### src/rtl/key_debounce.sv
`timescale 1ns/1ps
// Purpose: synchronise and debounce active-low push keys; clean level plus press/release strobes per key.
// Latency: raw key_n edge to key_value/strobe update is 2 (synchroniser) + CNT_MAX sys_clk cycles.
// Backpressure: none; free-running sampler, strobes are single-cycle and must be consumed when seen.
//
// Ports:
//   sys_clk      system clock
//   sys_rst      synchronous reset, active-high
//   key_n        raw key pins, active-low, asynchronous to sys_clk
//   key_value    debounced level, active-high (1 = pressed)
//   key_press    one-cycle pulse on key_value 0->1
//   key_release  one-cycle pulse on key_value 1->0
module key_debounce #(
  parameter int N_KEYS  = 4,
  parameter int CNT_MAX = 1_000_000
) (
  input  logic              sys_clk,
  input  logic              sys_rst,
  input  logic [N_KEYS-1:0] key_n,
  output logic [N_KEYS-1:0] key_value,
  output logic [N_KEYS-1:0] key_press,
  output logic [N_KEYS-1:0] key_release
);

  localparam int             CW       = (CNT_MAX > 1) ? $clog2(CNT_MAX + 1) : 1;
  // Last count before a change is accepted; the compare bounds the counter so it never wraps.
  localparam logic [CW-1:0]  CNT_LAST = CW'(CNT_MAX - 1);

  // Two-flop synchroniser on the raw pins. Reset value is all-ones (keys released).
  logic [N_KEYS-1:0] key_meta;
  logic [N_KEYS-1:0] key_sync;
  logic [N_KEYS-1:0] key_s;
  logic [CW-1:0]     cnt [N_KEYS];

  // Synchronised level, converted to active-high.
  assign key_s = ~key_sync;

  always_ff @(posedge sys_clk) begin
    if (sys_rst) begin
      key_meta    <= '1;
      key_sync    <= '1;
      key_value   <= '0;
      key_press   <= '0;
      key_release <= '0;
      for (int i = 0; i < N_KEYS; i++) begin
        cnt[i] <= '0;
      end
    end else begin
      key_meta <= key_n;
      key_sync <= key_meta;
      for (int i = 0; i < N_KEYS; i++) begin
        key_press[i]   <= 1'b0;
        key_release[i] <= 1'b0;
        if (key_s[i] == key_value[i]) begin
          // Agreement with the accepted level (including any bounce back) restarts the count.
          cnt[i] <= '0;
        end else if (cnt[i] == CNT_LAST) begin
          // CNT_MAX consecutive differing cycles seen: accept the new level and strobe once.
          key_value[i]   <= key_s[i];
          key_press[i]   <= key_s[i];
          key_release[i] <= ~key_s[i];
          cnt[i]         <= '0;
        end else begin
          cnt[i] <= cnt[i] + 1'b1;
        end
      end
    end
  end

endmodule

### config.mk
export PLATFORM = sky130hd
export DESIGN_NAME = key_debounce
export DESIGN_NICKNAME = d
export VERILOG_FILES = /design/src/rtl/key_debounce.sv
export SDC_FILE = /design/constraint.sdc
export NUM_CORES = 1
export LEC_CHECK = 0
export ABC_AREA = 1
export BUFFER_PORTS_ARGS = -buffer_cell sky130_fd_sc_hd__buf_2
export CAP_MARGIN = 20
export CORE_ASPECT_RATIO = 0.5
export CORE_MARGIN = 5
export CORE_UTILIZATION = 26
export DETAILED_ROUTE_END_ITERATION = 10
export PLACE_DENSITY_LB_ADDON = 0.25
export RECOVER_POWER = 25
export REMOVE_ABC_BUFFERS = 1
export SYNTH_ARGS = -nofsm -noshare
export SYNTH_HDL_FRONTEND = slang
export SYNTH_SLANG_ARGS = --single-unit
### constraint.sdc
create_clock -name sys_clk -period 1.8 [get_ports sys_clk]
set_input_delay 0.18 -clock sys_clk [delete_from_list [all_inputs] [get_ports sys_clk]]
set_output_delay 0.18 -clock sys_clk [all_outputs]
set_load 0.01 [all_outputs]
==> flow_summary.ini, run 1 <==
[layout]
diodes = 0
drive_above_1_share_pct = 10.3
nets = 823
syn_to_final_growth_pct = 20.6
utilization_pct = 31.7

[drt]
avgViaCountPerCell = 4.02
vias = 4493
routedWlPerCell_um = 9.94
drtIter0Drc = 335
antenna_left = 0
finalWirelength_um = 11100
drt_pass1_iterations = 4
route.detailed.drc = 0

[worst_setup_path]
critPathLaunchType = flip-flop
cp_max_fo = 20
critPathKind = reg2reg
worst_ep_required_time_ns = 1.90
crit_path_end_kind = flip-flop
arrival_ns = 1.74

[power]
p_switching_w = 0.00116
ir_drop_uv = 418
p_int_w = 0.00376
leakage_nw = 2.55
pwr-share-clk_pct = 40.8
p_seq_share_pct = 54.1
power.share.switching_pct = 23.6
p_comb_share_pct = 5.1
p_per_area_mw_per_mm2 = 724

[yosys]
syn_area_per_cell_um2 = 8.10
netlist_area_mm2 = 0.00564
ys_ff_latch = 100
synth_top_area_share_pct = 42.6
ys_top_cells_by_area = edfxtp_1 (43%), nand2_1 (11%), nor2_1 (9.7%), dfxtp_1 (7.1%), inv_1 (4.7%)
synth_cell_types = 31
yosysTopAreaCell = edfxtp_1
synth-seq-area-share_pct = 49.7
postSynthCellCount = 696
yosys_warnings = 0

[global_route]
overflow = 0
track_usage_pct = 9.39
antenna_found_initial = 0
grt_max_degree = 21
grt_pass1_wl_um = 19400
grt_pass1_vias = 4357

[floorplanning]
core.rowCount = 38
start_util_pct = 26.2
die-area_mm2 = 0.0249
dieWidth_um = 218
die_h_um = 114
core-area_mm2 = 0.0215
pin_count = 18

[timing]
clock.fmax_ghz = 0.609
hold_viol_final = 0
fin_tns_setup_ns = 0
fin_worst_skew_ns = 0.00629
setup_viol_count_final = 0
layout_min_cycle_time_ns = 1.64
drv_slew = 0
fin_crit_sh_pct = 91.3
rsz0062_at_grt = no

[place]
routabilityCongestion = 0.892
port_buffers = 17
dp_hpwl_um = 8590

[clock_network]
clkLatencyLatePin_ns = 0.35
cts_max_level = 3
cts-root-buf = clkbuf_16
cts.sinks = 100
clk_pin_slew_ns = 0.07
cts_tree = yes
cts_buffers = 9
cts_buffer_depth = 2

[job]
max_cap_viol_count = 0

[outcome]
status = finished clean

[min_path]
min_path_type = in2reg
## power by group through the flow
stage / combinational (W) / clock (W) / sequential, W
floorplan: 0.000179 / 0 / 0.00270
detailed placement: 0.000242 / 0 / 0.00272
global route: 0.000294 / 0.00218 / 0.00268
CTS: 0.000248 / 0.00209 / 0.00266
global placement: 0.000241 / 0 / 0.00271
finish: 0.000250 / 0.00201 / 0.00266
## state kept, by name, summed over array words and instances (netlist names)
signal	cells
cnt	80
key_meta	4
key_press	4
key_release	4
key_sync	4
key_value	4
## final timing paths
kind	startpoint	to	slack, ns	cells after the start
worst max register to register	cnt[0][1]$_SDFFCE_PN0P_	cnt[0][2]$_SDFFCE_PN0P_	0.16	9
worst min register to register	key_meta[2]$_SDFF_PP1_	key_sync[2]$_SDFF_PP1_	0.41	1
worst min-delay path	key_n[0]	key_meta[0]$_SDFF_PP1_	0.02	2
worst max-delay path	cnt[0][1]$_SDFFCE_PN0P_	cnt[0][2]$_SDFFCE_PN0P_	0.16	9
## metrics by stage
step / power (W) / cells / area (µm²) / worst slack (ns) / hold WS (ns)
floorplan: 0.00287 / 769 / 5870 / 0.153 / 0.284
global placement: 0.00296 / 1099 / 6450 / 0.141 / 0.362
detailed placement: 0.00296 / 1099 / 6450 / 0.116 / 0.370
CTS: 0.00501 / 1118 / 6800 / 0.106 / 0.0109
global route: 0.00515 / 1118 / 6800 / 0.0170 / 0.0148
finish: 0.00492 / 1118 / 6800 / 0.157 / 0.0249
## area by class of cell
class,instances,area [µm²]
timing repair buffer,33,221
sequential,100,2800
clock inverter,5,46.3
clock buffer,11,264
tap,300,375
multi-input combinational,597,2820
inverter,72,270
fill,2314,14700
## cell usage after synthesis, drive strengths merged
library cell,n
nand2,175
nor2,169
edfxtp,80
inv,72
nand3,46
a21oi,30
dfxtp,20
xnor2,18
nand4,17
or2,16
xor2,15
o21ai,14
nor3,10
buf,6
ha,4
nor2b,2
conb,1
nand3b,1
## placed cells by master, fill, tap and decap left out, drive strengths merged
master	instances
o21ai	14
dfxtp	20
edfxtp	80
ha	4
clkinv	1
nor2	169
nand2	175
inv	76
xnor2	18
clkbuf	24
conb	80
nand4	17
nor3	10
nand3	46
buf	17
nand3b	1
a21oi	30
xor2	15
nor2b	2
dlygate4sd3	3
or2	16
## cells by family after synthesis
kind of cell | Yosys count | share of synthesized area, %
simple gates | 436 | 34.3
flops | 100 | 49.7
buf+inv | 78 | 5.92
compound gates | 44 | 3.97
xor+xnor | 33 | 5.13
fa+ha+maj | 4 | 0.888
other cells | 1 | 0.0665
## critical path: stages (launching register included)
cell and delay (ns):
edfxtp_1 0.39, ha_1 0.20, nand3_2 0.10, inv_1 0.09, nand2_1 0.06, nor2_2 0.15
nand2_1 0.10, nand2_2 0.09, buf_12 0.15, nor2_1 0.06
## layer usage
metal / GRT usage (%) / share of wire [%] / vias up
li1: - / - / 2415
met2: 16.5 / 47 / 44
met5: 0 / 0 / -
met1: 11.5 / 49 / 2022
met3: 2.43 / 2.8 / 12
met4: 2.80 / 1.3 / 0
## what timing repair did
| item | in CTS | in global routing |
|---|---|---|
| endpoints found under the hold margin | 3 | 0 |
| endpoints found under the setup margin | 0 | 26 |
| gates resized for setup | 0 | 3 |
| buffers inserted | 0 | 0 |
| hold buffers | 3 | 0 |
Note: power is estimated with default switching activity, not from simulation.
==> run 2: changes to the inputs <==
--- a/config.mk
+++ b/config.mk
@@ -5,15 +5,16 @@
 export SDC_FILE = /design/constraint.sdc
 export NUM_CORES = 1
 export LEC_CHECK = 0
-export ABC_AREA = 1
+export ABC_AREA = 0
 export BUFFER_PORTS_ARGS = -buffer_cell sky130_fd_sc_hd__buf_2
 export CAP_MARGIN = 20
 export CORE_ASPECT_RATIO = 0.5
 export CORE_MARGIN = 5
 export CORE_UTILIZATION = 26
+export CTS_CLUSTER_SIZE = 16
 export DETAILED_ROUTE_END_ITERATION = 10
 export PLACE_DENSITY_LB_ADDON = 0.25
-export RECOVER_POWER = 25
+export RECOVER_POWER = 100
 export REMOVE_ABC_BUFFERS = 1
 export SYNTH_ARGS = -nofsm -noshare
 export SYNTH_HDL_FRONTEND = slang
==> flow_summary.ini, run 2 <==
[outcome]
status = finished, violations left
failed_checks = negative setup slack

[clock_network]
clkLatencyLatePin_ns = 0.34
clk_pin_slew_ns = 0.07
cts-root-buf = clkbuf_16
cts_max_level = 3
cts_buffer_depth = 2
cts_buffers = 9
cts.sinks = 100
cts_tree = yes
postCtsHoldBufs = 0

[floorplanning]
core-area_mm2 = 0.0194
dieWidth_um = 208
start_util_pct = 26.4
core.rowCount = 36
pin_count = 18
die_h_um = 109
die-area_mm2 = 0.0227

[min_path]
min_path_type = in2reg
min_delay_path_depth = 2

[layout]
fillers = 1953
utilization_pct = 38.9
final_cell_area_mm2 = 0.00754
nets = 715
final_cell_mix = buf_4 (101), edfxtp_1 (80), conb_1 (80), nor2_1 (36), xnor2_1 (29)
top_register = cnt
diodes = 0
largest_reg_flops = 80
drive_above_1_share_pct = 36.1
final_common_cell = buf_4
syn_to_final_growth_pct = 47.7

[drt]
drt_pass1_iterations = 5
route.detailed.drc = 0
drtIter0Drc = 190
antenna_left = 0
vias = 4134
routedWlPerCell_um = 11.4
avgViaCountPerCell = 4.24
finalWirelength_um = 11100

[timing]
fin_tns_setup_ns = -6.10
hold_viol_final = 0
fin_worst_skew_ns = 0.0101
layout_min_cycle_time_ns = 1.95
clock.fmax_ghz = 0.513
tightest_slew_ns = 0.875
drv_slew = 0
fin_crit_sh_pct = 108
fin_ws_ns = -0.148
relSlewSlack_pct = 41.7
setup_viol_count_final = 79
rsz0062_at_grt = yes

[yosys]
ys.flop_type = edfxtp_1
synth_top_area_share_pct = 47.0
async_flop_share_pct = 0
ys_top_cells_by_area = edfxtp_1 (47%), dfxtp_1 (7.8%), xnor2_1 (5.0%), nor2_1 (4.3%), a21oi_1 (3.1%)
syn_area_per_cell_um2 = 10.5
ys_ff_latch = 100
synth_cell_types = 46
postSynthCellCount = 486
netlist_area_mm2 = 0.00511
synth_commonest_cells = edfxtp_1 (80), nor2_1 (59), a21oi_1 (32)
yosys_warnings = 0
synth-seq-area-share_pct = 54.9
yosysTopAreaCell = edfxtp_1
synth_edf_count = 80
synth_most_common_cell = edfxtp_1

[place]
placed_cell_area_mm2 = 0.00655
port_buffers = 17
routabilityCongestion = 0.777
pre_cts_slack_ns = -0.318
dp_hpwl_um = 7790

[worst_setup_path]
critPathLaunchType = flip-flop
reg2regPathDepth = 5
crit_path_end_kind = flip-flop
worstPathCellList = or4bb_4 -> nor4_4 -> a21bo_4 -> clkbuf_16 -> nor2_2
worst_ep_required_time_ns = 1.90
critPathKind = reg2reg
slowest_delay_ns = 0.56
cp_max_fo = 5
arrival_ns = 2.04
slowest_stage = or4bb_4
r2r_setup_slack_ns = -0.15

[global_route]
grt_pass1_vias = 3917
grt_pass1_wl_um = 18300
grt_max_degree = 20
overflow = 0
track_usage_pct = 9.71
antenna_found_initial = 0

[power]
leakage_nw = 2.72
ir_drop_uv = 481
p_per_area_mw_per_mm2 = 657

[job]
max_cap_viol_count = 0
run 2: critical path, delay by kind of cell (launching register included):
family / cells / cell delay [ns]
buffers and inverters: 1 / 0.18
DFF: 1 / 0.40
AOI/OAI and AO/OA: 1 / 0.24
and+or+nand+nor: 3 / 0.88
run 2: routing by layer:
layer	vias up	track usage [%]	share of wire, %
li1	2159	-	-
met1	1938	12.7	49
met2	31	16.5	48
met3	6	2.24	2.5
met4	0	2.58	0.82
met5	-	0	0
run 2: logic make-up after synthesis:
logic type,count (synthesis),share of synthesized area (%)
buf+inv,29,2.65
flops,100,54.9
fa+ha+maj,4,0.980
other cells,1,0.0734
compound gates,69,7.94
simple gates,238,25.8
xor+xnor,45,7.72
run 2: layout make-up:
| class | instances | area [µm²] | area share [%] |
|---|---|---|---|
| timing repair buffer | 145 | 1140 | 15.1 |
| tap | 266 | 333 | 4.41 |
| multi-input combinational | 436 | 2920 | 38.8 |
| clock buffer | 9 | 225 | 2.99 |
| inverter | 13 | 48.8 | 0.647 |
| sequential | 100 | 2800 | 37.2 |
| clock inverter | 7 | 66.3 | 0.879 |
run 2: final timing paths:
path / endpoint / start
worst max register to register: cnt[0][2]$_SDFFCE_PN0P_ / cnt[0][11]$_SDFFCE_PN0P_
worst min register to register: key_sync[3]$_SDFF_PP1_ / key_meta[3]$_SDFF_PP1_
worst max-delay path: cnt[0][2]$_SDFFCE_PN0P_ / cnt[0][11]$_SDFFCE_PN0P_
worst min-delay path: key_meta[3]$_SDFF_PP1_ / key_n[3]
run 2: power breakdown:
group          internal (W)  total (W)  switching [W]
sequential          0.00258    0.00264      0.0000598
combinational      0.000189   0.000393       0.000204
clock               0.00107    0.00192       0.000849
total               0.00384    0.00495        0.00111
run 2: per-stage QoR:
step | hold WS, ns | power (W) | instances
after floorplan | 0.252 | 0.00284 | 549
after global placement | 0.364 | 0.00300 | 937
after detailed placement | 0.371 | 0.00300 | 937
after CTS | 0.0170 | 0.00497 | 963
after global routing | 0.0278 | 0.00519 | 976
final | 0.0266 | 0.00495 | 976
run 2: repair_timing:
action,in CTS,in global routing
gates cloned,0,7
gates resized for setup,35,101
setup endpoints to repair,76,86
pin swaps,41,29
setup buffers,10,7
